**src/rtl/hazard_ctrl_pkg.sv**
```systemverilog
// Shared header for the hazard controller: MUL sequencer state encodings,
// the zero-register index and the default MUL latency.
package hazard_ctrl_pkg;

    typedef enum logic [0:0] {
        HZ_ST_RUN      = 1'b0,
        HZ_ST_MUL_WAIT = 1'b1
    } hzState_e;

    // X31 reads as zero, so it can never carry a load-use dependency.
    localparam logic [4:0] XZR = 5'd31;

    localparam int HZ_MUL_CYCLES_DEF = 4;

endpackage

```
**src/rtl/hazard_ctrl_if.sv**
```systemverilog
// ID/EX hazard-information bundle and pipeline control outputs.
// Optional statistics ports appear when HAZARD_STATS_EN is defined.
interface hazard_ctrl_if;

    logic [4:0] id_rn;
    logic [4:0] id_rm;
    logic       id_use_rm;
    logic       ex_MemRead;
    logic [4:0] ex_rd;
    logic       ex_mul_start;
    logic       ex_br_taken;

    logic       PCWrite;
    logic       IFIDWrite;
    logic       IDEXWrite;
    logic       IDEXBubble;
    logic       IFIDFlush;
    logic       IDEXFlush;
    logic       EXMEMBubble;
    logic       ExHold;
    logic       busy;
`ifdef HAZARD_STATS_EN
    logic [31:0] stat_stall;
    logic [31:0] stat_flush;
    logic [31:0] stat_mul;
`endif

    // Pipeline/decoder side: supplies hazard fields, consumes controls.
    modport master (
        output id_rn, id_rm, id_use_rm, ex_MemRead, ex_rd, ex_mul_start, ex_br_taken,
        input  PCWrite, IFIDWrite, IDEXWrite, IDEXBubble, IFIDFlush, IDEXFlush,
               EXMEMBubble, ExHold, busy
`ifdef HAZARD_STATS_EN
        , input stat_stall, stat_flush, stat_mul
`endif
    );

    // Hazard controller side.
    modport slave (
        input  id_rn, id_rm, id_use_rm, ex_MemRead, ex_rd, ex_mul_start, ex_br_taken,
        output PCWrite, IFIDWrite, IDEXWrite, IDEXBubble, IFIDFlush, IDEXFlush,
               EXMEMBubble, ExHold, busy
`ifdef HAZARD_STATS_EN
        , output stat_stall, stat_flush, stat_mul
`endif
    );

endinterface

```
**src/rtl/hazard_ctrl_mul_seq.sv**
```systemverilog
// MUL sequencer: holds EX for MUL_CYCLES-1 cycles using a countdown counter.
// The first hold cycle is raised combinationally while still in RUN.
module mul_seq
    import hazard_ctrl_pkg::*;
#(
    parameter int MUL_CYCLES = HZ_MUL_CYCLES_DEF,
    parameter int CNT_W      = 4
) (
    input  logic clk,
    input  logic rst_n,
    input  logic mulStart,
    output logic ExHold,
    output logic busy,
    output logic mulEnter
);

    localparam bit               MULTI    = (MUL_CYCLES >= 2);
    localparam logic [CNT_W-1:0] CNT_LOAD = MULTI ? CNT_W'(MUL_CYCLES - 2) : '0;

    hzState_e         state, stateNxt;
    logic [CNT_W-1:0] cnt, cntNxt;

    // State and countdown registers; reset drops straight back to RUN.
    always_ff @(posedge clk or negedge rst_n) begin
        if (!rst_n) begin
            state <= HZ_ST_RUN;
            cnt   <= '0;
        end else begin
            state <= stateNxt;
            cnt   <= cntNxt;
        end
    end

    // Next state, counter update and hold output.
    always_comb begin
        stateNxt = state;
        cntNxt   = cnt;
        ExHold   = 1'b0;
        mulEnter = 1'b0;
        case (state)
            HZ_ST_RUN: begin
                if (mulStart && MULTI) begin
                    ExHold   = 1'b1;
                    mulEnter = 1'b1;
                    stateNxt = HZ_ST_MUL_WAIT;
                    cntNxt   = CNT_LOAD;
                end
            end
            HZ_ST_MUL_WAIT: begin
                // mulStart is ignored here; at cnt==0 the MUL leaves EX.
                if (cnt != '0) begin
                    ExHold = 1'b1;
                    cntNxt = cnt - CNT_W'(1);
                end else begin
                    stateNxt = HZ_ST_RUN;
                end
            end
            default: stateNxt = HZ_ST_RUN;
        endcase
    end

    assign busy = (state == HZ_ST_MUL_WAIT);

endmodule

```
**src/rtl/hazard_ctrl.sv**
```systemverilog
// Hazard and sequencing controller for the 5-stage LEGv8 pipeline.
// Priority: MUL hold > taken-branch flush > load-use stall.
// Define HAZARD_STATS_EN to add saturating stall/flush/MUL counters.
module hazard_ctrl
    import hazard_ctrl_pkg::*;
#(
    parameter int MUL_CYCLES = HZ_MUL_CYCLES_DEF,
    parameter int CNT_W      = 4
) (
    input  logic        clk,
    input  logic        rst_n,
    hazard_ctrl_if.slave hz
);

    logic exHold, busy, mulEnter, luh, brTaken;
    logic pcWrite, ifidWrite, idexWrite, idexBubble, ifidFlush, idexFlush, exmemBubble;

    mul_seq #(
        .MUL_CYCLES(MUL_CYCLES),
        .CNT_W     (CNT_W)
    ) u_mulSeq (
        .clk     (clk),
        .rst_n   (rst_n),
        .mulStart(hz.ex_mul_start),
        .ExHold  (exHold),
        .busy    (busy),
        .mulEnter(mulEnter)
    );

    assign brTaken = hz.ex_br_taken;
    assign luh = hz.ex_MemRead & (hz.ex_rd != XZR) &
                 ((hz.ex_rd == hz.id_rn) | (hz.id_use_rm & (hz.ex_rd == hz.id_rm)));

    // Priority resolution of hold, flush and load-use stall.
    always_comb begin
        pcWrite     = 1'b1;
        ifidWrite   = 1'b1;
        idexWrite   = 1'b1;
        idexBubble  = 1'b0;
        ifidFlush   = 1'b0;
        idexFlush   = 1'b0;
        exmemBubble = 1'b0;
        if (exHold) begin
            pcWrite     = 1'b0;
            ifidWrite   = 1'b0;
            idexWrite   = 1'b0;
            exmemBubble = 1'b1;
        end else if (brTaken) begin
            ifidFlush = 1'b1;
            idexFlush = 1'b1;
        end else if (luh) begin
            pcWrite    = 1'b0;
            ifidWrite  = 1'b0;
            idexBubble = 1'b1;
        end
    end

    assign hz.PCWrite     = pcWrite;
    assign hz.IFIDWrite   = ifidWrite;
    assign hz.IDEXWrite   = idexWrite;
    assign hz.IDEXBubble  = idexBubble;
    assign hz.IFIDFlush   = ifidFlush;
    assign hz.IDEXFlush   = idexFlush;
    assign hz.EXMEMBubble = exmemBubble;
    assign hz.ExHold      = exHold;
    assign hz.busy        = busy;

`ifdef HAZARD_STATS_EN
    logic [31:0] statStall, statFlush, statMul;

    // Saturating event counters.
    always_ff @(posedge clk or negedge rst_n) begin
        if (!rst_n) begin
            statStall <= '0;
            statFlush <= '0;
            statMul   <= '0;
        end else begin
            if (idexBubble && (statStall != '1)) statStall <= statStall + 32'd1;
            if (ifidFlush  && (statFlush != '1)) statFlush <= statFlush + 32'd1;
            if (mulEnter   && (statMul   != '1)) statMul   <= statMul   + 32'd1;
        end
    end

    assign hz.stat_stall = statStall;
    assign hz.stat_flush = statFlush;
    assign hz.stat_mul   = statMul;
`endif

endmodule

```
**src/flat_wrapper.sv**
```systemverilog
// flat-port wrapper written by rule: the top's interface ports become plain ports
module hazard_ctrl_flat import hazard_ctrl_pkg::*;
#(
    parameter int MUL_CYCLES = HZ_MUL_CYCLES_DEF,
    parameter int CNT_W      = 4
)
  (clk, rst_n, hz_id_rn, hz_id_rm, hz_id_use_rm, hz_ex_MemRead, hz_ex_rd, hz_ex_mul_start, hz_ex_br_taken, hz_PCWrite, hz_IFIDWrite, hz_IDEXWrite, hz_IDEXBubble, hz_IFIDFlush, hz_IDEXFlush, hz_EXMEMBubble, hz_ExHold, hz_busy);
  hazard_ctrl_if hz_i ();
  input  logic clk;
  input  logic rst_n;
  input wire logic [$bits(hz_i.id_rn)-1:0] hz_id_rn;
  input wire logic [$bits(hz_i.id_rm)-1:0] hz_id_rm;
  input wire logic [$bits(hz_i.id_use_rm)-1:0] hz_id_use_rm;
  input wire logic [$bits(hz_i.ex_MemRead)-1:0] hz_ex_MemRead;
  input wire logic [$bits(hz_i.ex_rd)-1:0] hz_ex_rd;
  input wire logic [$bits(hz_i.ex_mul_start)-1:0] hz_ex_mul_start;
  input wire logic [$bits(hz_i.ex_br_taken)-1:0] hz_ex_br_taken;
  output wire logic [$bits(hz_i.PCWrite)-1:0] hz_PCWrite;
  output wire logic [$bits(hz_i.IFIDWrite)-1:0] hz_IFIDWrite;
  output wire logic [$bits(hz_i.IDEXWrite)-1:0] hz_IDEXWrite;
  output wire logic [$bits(hz_i.IDEXBubble)-1:0] hz_IDEXBubble;
  output wire logic [$bits(hz_i.IFIDFlush)-1:0] hz_IFIDFlush;
  output wire logic [$bits(hz_i.IDEXFlush)-1:0] hz_IDEXFlush;
  output wire logic [$bits(hz_i.EXMEMBubble)-1:0] hz_EXMEMBubble;
  output wire logic [$bits(hz_i.ExHold)-1:0] hz_ExHold;
  output wire logic [$bits(hz_i.busy)-1:0] hz_busy;
  assign hz_i.id_rn = hz_id_rn;
  assign hz_i.id_rm = hz_id_rm;
  assign hz_i.id_use_rm = hz_id_use_rm;
  assign hz_i.ex_MemRead = hz_ex_MemRead;
  assign hz_i.ex_rd = hz_ex_rd;
  assign hz_i.ex_mul_start = hz_ex_mul_start;
  assign hz_i.ex_br_taken = hz_ex_br_taken;
  assign hz_PCWrite = hz_i.PCWrite;
  assign hz_IFIDWrite = hz_i.IFIDWrite;
  assign hz_IDEXWrite = hz_i.IDEXWrite;
  assign hz_IDEXBubble = hz_i.IDEXBubble;
  assign hz_IFIDFlush = hz_i.IFIDFlush;
  assign hz_IDEXFlush = hz_i.IDEXFlush;
  assign hz_EXMEMBubble = hz_i.EXMEMBubble;
  assign hz_ExHold = hz_i.ExHold;
  assign hz_busy = hz_i.busy;
  hazard_ctrl #(.MUL_CYCLES(MUL_CYCLES), .CNT_W(CNT_W)) u_core (.clk(clk), .rst_n(rst_n), .hz(hz_i));
endmodule
```
**config.mk**
```make
export PLATFORM = sky130hd
export DESIGN_NAME = hazard_ctrl_flat
export DESIGN_NICKNAME = d
export VERILOG_FILES = /design/src/rtl/hazard_ctrl_pkg.sv /design/src/rtl/hazard_ctrl_if.sv /design/src/rtl/hazard_ctrl_mul_seq.sv /design/src/rtl/hazard_ctrl.sv /design/src/flat_wrapper.sv
export SDC_FILE = /design/constraint.sdc
export NUM_CORES = 1
export LEC_CHECK = 0
export ABC_AREA = 0
export CORE_MARGIN = 2
export CORE_UTILIZATION = 30
export CTS_CLUSTER_SIZE = 8
export DETAILED_ROUTE_END_ITERATION = 10
export PLACE_DENSITY_LB_ADDON = 0.3
export SLEW_MARGIN = 20
export SYNTH_ARGS = -nofsm -noshare
export SYNTH_HDL_FRONTEND = slang
export SYNTH_SLANG_ARGS = --single-unit
```
**constraint.sdc**
```tcl
create_clock -name clk -period 1.8 [get_ports clk]
set_clock_uncertainty 0.15 [all_clocks]
set_input_delay 0.36 -clock clk [delete_from_list [all_inputs] [get_ports clk]]
set_output_delay 0.36 -clock clk [all_outputs]
set_load 0.02 [all_outputs]
```
==> run_results.csv, run 1 <==
group,metric,value,unit
routing,route.detailed.drc,0,
yosys,syn_nets,72,
timing,min_period_over_period,1.168,
routing,routed_wl,1.537,mm
clock_tree,worstSkewPairLatency,240,ps
clock_tree,cts_max_level,1,
global_routing,grt-ovfl-total,0,
yosys,yosysMostFrequentCell,"xnor2_1",
power,leakage,0.4542,nW
clock_tree,numCtsBuffers,3,
yosys,ys.warnings.count,0,
worst_setup_path,critical_path_required,1290,ps
worst_setup_path,cp-start-kind,"flip-flop",
timing,setup_slack,-302.2,ps
timing,slew_viol_final,0,
timing,period_needed,2102,ps
clock_tree,cts-root-buf,"clkbuf_4",
global_routing,grt_pass1_vias,545,
clock_tree,clk_path_buf_depth,2,
power,power_density,1537,nW/um^2
layout,postLayoutCoreUtil,0.7238,
yosys,synth.avg_cell_area,9.116,sq um
floorplanning,die-width,42.59,um
timing,tightest_slew,302.0,ps
layout,nets,126,
flow_run,maxCapViolCount,0,
min_path,hp-class,"input pin to async pin",
worst_setup_path,endpoint_kind,"output port",
global_routing,grt_max_degree,7,
status,status,"finished with violations",
timing,maxSlewHeadroom,0.7987,
routing,antenna_left,0,
yosys,ys.flop_type,"dfrtp_1",
routing,vias,528,
layout,antenna-diode-count,0,
global_routing,antenna_found_initial,0,
floorplanning,rows,13,
worst_setup_path,worstPathArrival,1590,ps
worst_setup_path,setup.worst_path.class,"flip-flop to output port",
worst_setup_path,path_max_fanout,3,
timing,rsz0062_at_grt,"yes",
yosys,synth_cell_types,23,
routing,routed_via_density,4.513,
global_routing,grt_pass1_wl,2.373,mm
global_routing,grtUsageTotal,0.1754,
placement,gp_congestion,0.8059,
yosys,netlist.area_leader.share,0.2801,
layout,seqCellArea,125.1,sq um
yosys,yosys.area.top_type,"dfrtp_1",
placement,port_buffers,29,
yosys,seq_area_frac_synth,0.2801,
floorplanning,dieHeight,42.59,um
clock_tree,clock_sink_count,5,
yosys,netlist_area,446.7,sq um
floorplanning,die_area,1813,sq um
yosys,netlist_top_cells_area,"dfrtp_1 28%, xnor2_1 22%, ha_1 5.6%",
yosys,synth_edf_count,0,
yosys,synthTopCellsByCount,"11 x xnor2_1, 6 x inv_1, 5 x dfrtp_1",
layout,areaGrowthSynthToFinish,118.8,%
clock_tree,clk_pin_slew,40,ps
yosys,synth-async-reset-ratio,1.000,
floorplanning,coreArea,1350,sq um
status,violations,"negative setup slack",
power,ir_worst_vdd,0.9676,mV
timing,hold_ws,195.2,ps
clock_tree,cts_hold_buf,0,
yosys,postSynthCellCount,49,
floorplanning,io_pins,30,
timing,hold_viol_final,0,
placement,pre_cts_slack,-953.7,ps
worst_setup_path,rr_worst_depth,9,
placement,post-dp-hpwl,1.067,mm
timing,finalSetupViolations,8,
layout,fillers,112,
routing,wl_per_cell,13.14,um
layout,multi_input_area,335.3,sq um
routing,drtPass1Iterations,4,
layout,layout-drive-gt1-share,0.4608,
clock_tree,tritoncts,"built",
floorplanning,initial_core_util,0.3309,
routing,drt_iter0_markers,4,
timing,max_freq,0.4757,GHz
yosys,synth-seq-cells,5,
-- repair_timing --
action	CTS	global route
pin swaps	13	5
setup endpoints to repair	9	10
gates cloned	0	0
buffers inserted	10	3
gates resized for setup	69	2
-- metrics by stage --
step / cell area (sq um) / std cells / power, mW / setup TNS, ps
finish: 977.2 / 117 / 1.502 / -1859
global route: 977.2 / 117 / 1.604 / -2533
CTS: 979.7 / 118 / 1.500 / -2508
detailed placement: 850.8 / 104 / 1.147 / -5315
global placement: 850.8 / 104 / 1.132 / -5073
floorplan: 459.2 / 49 / 0.7087 / -538.5
-- metal layers --
| layer | vias up | GRT usage | share of wire |
|---|---|---|---|
| li1 | 272 | - | - |
| met1 | 249 | 0.2147 | 0.44 |
| met2 | 7 | 0.3200 | 0.55 |
| met4 | 0 | 0.03750 | 0 |
| met3 | 0 | 0.02586 | 0.016 |
| met5 | - | 0 | 0 |
-- registers in the layout, indices dropped and copies added (netlist names) --
| name | count |
|---|---|
| u_core.u_mulSeq.busy | 1 |
| u_core.u_mulSeq.cnt | 4 |
-- layout make-up --
type | count | share of cell area
timing repair buffer | 52 | 0.4597
multi-input combinational | 35 | 0.3432
tap | 15 | 0.01921
inverter | 6 | 0.02305
sequential | 5 | 0.1280
clock buffer | 4 | 0.02689
-- power by group --
part / total [mW] / internal (mW) / leakage [nW] / switching (mW)
clock network: 0.124 / 0.0834 / 0.0150 / 0.0406
logic: 1.16 / 0.644 / 0.379 / 0.512
registers: 0.221 / 0.168 / 0.0604 / 0.0531
-- cells by family (layout without fill, tap and decap cells) --
logic type	count (synthesis)	count (layout)	share of synthesized area
simple gates	13	13	0.1793
xor+xnor	11	11	0.2157
compound gates	9	9	0.1681
buf+inv	9	62	0.1008
flops	5	5	0.2801
fa+ha+maj	2	2	0.05601
-- critical path, stage by stage (launching register included) --
cell,delay [ps]
dfrtp_1,400
inv_2,90
ha_4,130
inv_2,40
o31ai_4,240
nand2_4,100
and3b_2,260
buf_6,120
-- placed cells by master (no fill, tap or decap) --
cell	synthesis	routed
buf_4	3	25
dlygate4sd2_1	0	13
xnor2_1	11	11
clkdlybuf4s50_1	0	8
buf_6	0	6
dfrtp_1	5	5
inv_2	0	3
inv_1	6	3
nand2_1	3	3
clkbuf_4	0	3
nand3_1	2	2
ha_4	0	2
o31ai_4	1	1
nand2b_1	1	1
nand2_4	1	1
nand4_1	1	1
o22ai_2	0	1
and3_1	1	1
a311oi_2	0	1
a21oi_4	0	1
and3_4	0	1
and3b_2	0	1
a21boi_0	1	1
nor3b_2	0	1
o21a_1	1	1
o211ai_1	1	1
o21ai_0	1	1
nor3_1	1	1
o22ai_1	2	1
clkbuf_1	0	1
-- path summary, 6_finish.rpt --
| path | from | endpoint | slack (ps) |
|---|---|---|---|
| worst max-delay path | u_core.u_mulSeq.cnt[1] | hz_IDEXBubble | -300 |
| worst min-delay path | rst_n | u_core.u_mulSeq.cnt[2] | 200 |
| worst max register to register | u_core.u_mulSeq.cnt[1] | u_core.u_mulSeq.cnt[2] | 30 |
| worst min register to register | u_core.u_mulSeq.cnt[1] | u_core.u_mulSeq.cnt[1] | 530 |
| max in group asynchronous | rst_n | u_core.u_mulSeq.cnt[0] | 1110 |
| min in group clk | u_core.u_mulSeq.cnt[1] | u_core.u_mulSeq.cnt[1] | 530 |
(Power assumes the default switching activity.)
==> run 2: changes to the inputs <==
--- a/config.mk
+++ b/config.mk
@@ -8,8 +8,9 @@
 export ABC_AREA = 0
 export CORE_MARGIN = 2
 export CORE_UTILIZATION = 30
-export CTS_CLUSTER_SIZE = 8
+export CTS_CLUSTER_SIZE = 20
 export DETAILED_ROUTE_END_ITERATION = 10
+export GPL_ROUTABILITY_DRIVEN = 0
 export PLACE_DENSITY_LB_ADDON = 0.3
 export SLEW_MARGIN = 20
 export SYNTH_ARGS = -nofsm -noshare
==> constraint.sdc (replaced) <==
create_clock -name clk -period 1.8 [get_ports clk]
set_clock_uncertainty 0.15 [all_clocks]
set_input_delay 0.36 -clock clk [delete_from_list [all_inputs] [get_ports clk]]
set_output_delay 0.36 -clock clk [all_outputs]
set_load 0.1 [all_outputs]
==> run 2 against run 1 <==
Compared with the run above: the run still ends with negative setup slack left; count of clock-buffer cells in the layout unchanged; cell area increased by 2.8%; fmax fell by 7.5%; via count down 4.4%; worst hold slack worse by 7.6 ps; setup slack got worse by 170 ps; first-iteration DRC count decreased by 50%; critical path type unchanged; global-route usage increased by 0.96 points.
==> run_results.csv, run 2 (synthesized netlist as in run 1, its figures left out) <==
group,metric,value,unit
status,status,"finished with violations",
status,violations,"negative setup slack",
routing,wl_per_cell,13.13,um
timing,fin_setup_tns,-3465,ps
worst_setup_path,cp_cell_sequence,"inv_2 -> ha_4 -> inv_2 -> o31ai_4 -> nand2_8 -> and3b_2 -> buf_12",
layout,nets,118,
placement,port_buffers,29,
worst_setup_path,setup.worst_path.class,"flip-flop to output port",
timing,finalSetupViolations,8,
timing,max_freq,0.4399,GHz
worst_setup_path,r2r-end,"u_core.u_mulSeq.cnt[2]",
global_routing,grtUsageTotal,0.1850,
clock_tree,cts_hold_buf,0,
routing,routed_via_density,4.633,
floorplanning,die_area,1813,sq um
timing,slew_viol_final,0,
layout,largest_reg_flops,4,
clock_tree,worstSkewPairLatency,240,ps
timing,period_needed,2273,ps
timing,hold_viol_final,0,
routing,drt_iter0_markers,2,
min_path,hp-class,"input pin to async pin",
flow_run,maxCapViolCount,0,
clock_tree,clk_pin_slew,40,ps
clock_tree,clock_sink_count,5,
worst_setup_path,endpoint_kind,"output port",
worst_setup_path,cp_common_cell,"inv_2",
placement,post-dp-hpwl,1.145,mm
clock_tree,cts-root-buf,"clkbuf_4",
worst_setup_path,slowest_stage,"dfrtp_1",
global_routing,grt_pass1_wl,2.484,mm
clock_tree,clk_path_buf_depth,2,
timing,tightest_slew,358.7,ps
worst_setup_path,path_max_fanout,4,
routing,vias,505,
layout,largest-register,"u_core.u_mulSeq.cnt",
worst_setup_path,worstPathArrival,1760,ps
clock_tree,cts_max_level,1,
worst_setup_path,cp-start-kind,"flip-flop",
worst_setup_path,cp.buffers_inverters,3,
global_routing,antenna_found_initial,0,
global_routing,grt_max_degree,7,
worst_setup_path,crit_path_max_incr_delay,380,ps
layout,antenna-diode-count,0,
global_routing,grt_pass1_vias,570,
layout,postLayoutCoreUtil,0.7442,
floorplanning,coreArea,1350,sq um
worst_setup_path,critical_path_required,1290,ps
timing,hold_ws,187.6,ps
timing,min_period_over_period,1.263,
routing,drtPass1Iterations,2,
layout,areaGrowthSynthToFinish,124.9,%
layout,final_area,1005,sq um
floorplanning,rows,13,
layout,layout-drive-gt1-share,0.4149,
worst_setup_path,timing.rr.start,"u_core.u_mulSeq.cnt[0]",
timing,rsz0062_at_grt,"yes",
timing,maxSlewHeadroom,0.7608,
layout,layout_commonest_cell,"clkdlybuf4s50_1",
floorplanning,io_pins,30,
clock_tree,tritoncts,"built",
timing,setup_slack,-473.5,ps
layout,final_cell_mix,"15 x clkdlybuf4s50_1, 14 x buf_4, 11 x xnor2_1, 9 x buf_12, 5 x dlygate4sd2_1",
global_routing,grt-ovfl-total,0,
routing,route.detailed.drc,0,
floorplanning,initial_core_util,0.3309,
placement,dpl_cell_area,943.4,sq um
routing,routed_wl,1.431,mm
clock_tree,numCtsBuffers,3,
worst_setup_path,reg2reg_slack,100,ps
floorplanning,dieHeight,42.59,um
routing,antenna_left,0,
floorplanning,die-width,42.59,um
worst_setup_path,critPathTopFamily,"flip-flops",
worst_setup_path,rr_worst_depth,7,
==> run 2: changes by cell type in the layout (fill, tap and decap cells not counted), moves of 5 or more <==
cell	change
clkdlybuf4s50_1	+7
buf_6	-5
buf_4	-11
buf_12	+9
dlygate4sd2_1	-8
==> run 2: stage by stage <==
stage | cells | setup WS [ps]
after global placement | 103 | -460.3
after global routing | 109 | -527.3
after CTS | 109 | -445.6
after detailed placement | 103 | -516.8
after floorplan | 49 | -882.4
final | 109 | -473.5
==> run 2: layout make-up <==
type / count / area [sq um]
Timing Repair Buffer: 44 / 490.5
Tap cell: 15 / 18.77
Multi-Input combinational cell: 35 / 320.3
Inverter: 6 / 22.52
Fill cell: 108 / 345.3
Sequential cell: 5 / 126.4
Clock buffer: 4 / 26.28
==> run 2: how the worst max path moves through the flow <==
stage	endpoint	depth (start not counted)	slack [ps]	start
finish	hz_IDEXBubble	7	-470	u_core.u_mulSeq.cnt[0]
global route	hz_IDEXBubble	7	-530	u_core.u_mulSeq.cnt[0]
global placement	hz_IDEXBubble	5	-460	hz_ex_rd[2]
CTS	hz_IDEXBubble	7	-450	u_core.u_mulSeq.cnt[1]
floorplan	hz_PCWrite	7	-880	u_core.u_mulSeq.cnt[0]
detailed placement	hz_IDEXBubble	5	-520	hz_ex_rd[2]
==> run 2: what timing repair did <==
action                                  CTS  global route
resized for setup                         9             5
buffers inserted                          2             0
endpoints found under the setup margin    8             8
pin swaps                                 1             2
==> run 2: metal layers <==
metal	part of all wire	global-route usage	vias up
met5	0	0	-
met4	0.038	0.1188	0
met3	0.035	0.02155	6
met2	0.59	0.3631	18
met1	0.34	0.1749	229
li1	-	-	252
==> run 2: worst register-to-register path: cells and delay by family, from the launching register on <==
family	cells	cell delay [ps]
simple gates	1	50
buf+inv	3	330
compound gates	2	540
fa+ha+maj	1	130
flops	1	380
Power of run 2 is left out: the tool's default activity adds up to more than one toggle a clock period on the data nets, which glitch-free logic cannot reach.
==> run 3: changes to the inputs <==
--- a/config.mk
+++ b/config.mk
@@ -11,7 +11,9 @@
 export CTS_CLUSTER_SIZE = 20
 export DETAILED_ROUTE_END_ITERATION = 10
 export GPL_ROUTABILITY_DRIVEN = 0
+export MAX_ROUTING_LAYER = met4
 export PLACE_DENSITY_LB_ADDON = 0.3
+export SETUP_SLACK_MARGIN = 0.2
 export SLEW_MARGIN = 20
 export SYNTH_ARGS = -nofsm -noshare
 export SYNTH_HDL_FRONTEND = slang
==> run 3 against run 2 <==
Compared with the run above: the run still ends with negative setup slack left; die area did not move; count of clock-buffer cells in the layout is the same; critical path depth unchanged; core utilization up 5.1 points; via count up 3.2%; sequential share of layout area down 0.81 points; cell area is 6.8% higher; wire length is 1.5% lower; fmax up 1.8%; non-clock buffer count up 5; setup slack improved by 41 ps; largest cell class unchanged; highest routed layer unchanged.
==> run_results.csv, run 3 (synthesized netlist as in run 1, its figures left out) <==
group,metric,value,unit
status,status,"finished with violations",
status,violations,"negative setup slack",
global_routing,grtUsageTotal,0.1583,
layout,largest_reg_flops,4,
routing,route.detailed.drc,0,
global_routing,antenna_found_initial,0,
worst_setup_path,slowest_stage,"dfrtp_1",
placement,port_buffers,29,
routing,vias,521,
worst_setup_path,crit_path_max_incr_delay,390,ps
worst_setup_path,timing.rr.start,"u_core.u_mulSeq.cnt[1]",
layout,antenna-diode-count,0,
placement,dpl_cell_area,935.9,sq um
global_routing,grt-ovfl-total,0,
flow_run,maxCapViolCount,0,
worst_setup_path,cp-start-kind,"flip-flop",
floorplanning,initial_core_util,0.3309,
worst_setup_path,r2r-end,"u_core.u_mulSeq.cnt[3]",
floorplanning,dieHeight,42.59,um
layout,seqCellArea,126.4,sq um
clock_tree,tritoncts,"built",
worst_setup_path,cp_cell_sequence,"inv_2 -> ha_4 -> inv_2 -> o31ai_4 -> nand2_8 -> and3b_2 -> buf_12",
global_routing,grt_util_met2,0.2492,
layout,multi_input_area,347.8,sq um
timing,hold_viol_final,0,
worst_setup_path,setup.worst_path.start,"u_core.u_mulSeq.cnt[1]",
timing,period_needed,2232,ps
layout,final_cell_mix,"18 x buf_4, 15 x clkdlybuf4s50_1, 11 x xnor2_1, 9 x buf_12, 5 x dlygate4sd2_1",
worst_setup_path,reg2reg_slack,-20,ps
timing,min_period_over_period,1.240,
worst_setup_path,worstPathArrival,1720,ps
clock_tree,clock_sink_count,5,
layout,areaGrowthSynthToFinish,140.3,%
clock_tree,cts-root-buf,"clkbuf_4",
global_routing,use_met3,0.02586,
routing,wl_per_cell,12.37,um
worst_setup_path,crit_end,"hz_IDEXBubble",
layout,layout-drive-gt1-share,0.5051,
routing,drt_iter0_markers,2,
clock_tree,clk_pin_slew,40,ps
layout,fillers,89,
global_routing,grt_pass1_vias,514,
layout,largest-register,"u_core.u_mulSeq.cnt",
timing,slew_viol_final,0,
layout,nets,123,
floorplanning,die-width,42.59,um
routing,routed_via_density,4.570,
placement,post-dp-hpwl,1.061,mm
min_path,hp-class,"input pin to async pin",
routing,routed_wl,1.410,mm
floorplanning,die_area,1813,sq um
routing,drtPass1Iterations,3,
worst_setup_path,rr_worst_depth,9,
worst_setup_path,path_max_fanout,4,
routing,antenna_left,0,
layout,final_area,1074,sq um
timing,tightest_slew,352.8,ps
timing,maxSlewHeadroom,0.7648,
timing,rsz0062_at_grt,"yes",
timing,max_freq,0.4480,GHz
global_routing,grt_max_degree,7,
layout,layout_commonest_cell,"buf_4",
clock_tree,numCtsBuffers,3,
global_routing,gr-usage-met1,0.1963,
worst_setup_path,setup.worst_path.class,"flip-flop to output port",
timing,setup_slack,-432.3,ps
clock_tree,worstSkewPairLatency,240,ps
worst_setup_path,cp_common_cell,"inv_2",
worst_setup_path,critical_path_required,1290,ps
floorplanning,coreArea,1350,sq um
clock_tree,cts_max_level,1,
worst_setup_path,endpoint_kind,"output port",
global_routing,grt_busiest_layer,"met2",
timing,finalSetupViolations,9,
floorplanning,rows,13,
clock_tree,clk_path_buf_depth,2,
global_routing,grt_pass1_wl,2.076,mm
floorplanning,io_pins,30,
[run 3: critical path: cells and delay by family (launching register included)]
family | cells | cell delay (ps)
DFF | 1 | 390
and+or+nand+nor | 2 | 360
AOI/OAI and AO/OA | 1 | 310
buffers and inverters | 3 | 290
adders and majority gates | 1 | 130
[run 3: stage by stage]
step | utilization | worst slack (ps) | TNS, ps | hold WS (ps) | std cells
global placement | 0.6932 | -488.6 | -2070 | 424.1 | 102
CTS | 0.7600 | -441.2 | -3050 | 181.1 | 110
floorplan | - | -882.4 | -3987 | -85.59 | 49
finish | 0.7952 | -432.3 | -3142 | 183.1 | 114
global route | 0.7952 | -521.3 | -3927 | 202.2 | 114
detailed placement | 0.6932 | -533.9 | -2276 | 438.1 | 102
[run 3: final cells by class]
type | instances | share of cell area
tap | 15 | 0.01748
sequential | 5 | 0.1177
clock buffer | 4 | 0.02448
multi-input combinational | 35 | 0.3240
inverter | 6 | 0.02098
timing repair buffer | 49 | 0.4953
[run 3: worst min-delay path by stage]
| stage | from | to | slack, ps | cells after the start |
|---|---|---|---|---|
| finish | rst_n | u_core.u_mulSeq.cnt[3] | 180 | 1 |
| CTS | rst_n | u_core.u_mulSeq.cnt[3] | 180 | 1 |
| detailed placement | rst_n | u_core.u_mulSeq.cnt[2] | 440 | 1 |
| global route | rst_n | u_core.u_mulSeq.cnt[0] | 200 | 1 |
| floorplan | rst_n | u_core.u_mulSeq.busy | -90 | 0 |
| global placement | u_core.u_mulSeq.cnt[0] | u_core.u_mulSeq.cnt[0] | 420 | 2 |
[run 3: per-layer routing]
metal  vias to the layer above  wire (um)
li1                        264          -
met1                       237        560
met2                        16        759
met3                         4         63
met4                         0         27
met5                         -          0
[run 3: timing repair]
action	CTS	global route
hold buffers	0	0
endpoints found under the setup margin	10	12
buffers inserted	4	4
gates cloned	0	0
resized for setup	18	4
pin swaps	6	2
Power of run 3 is left out for the same reason.
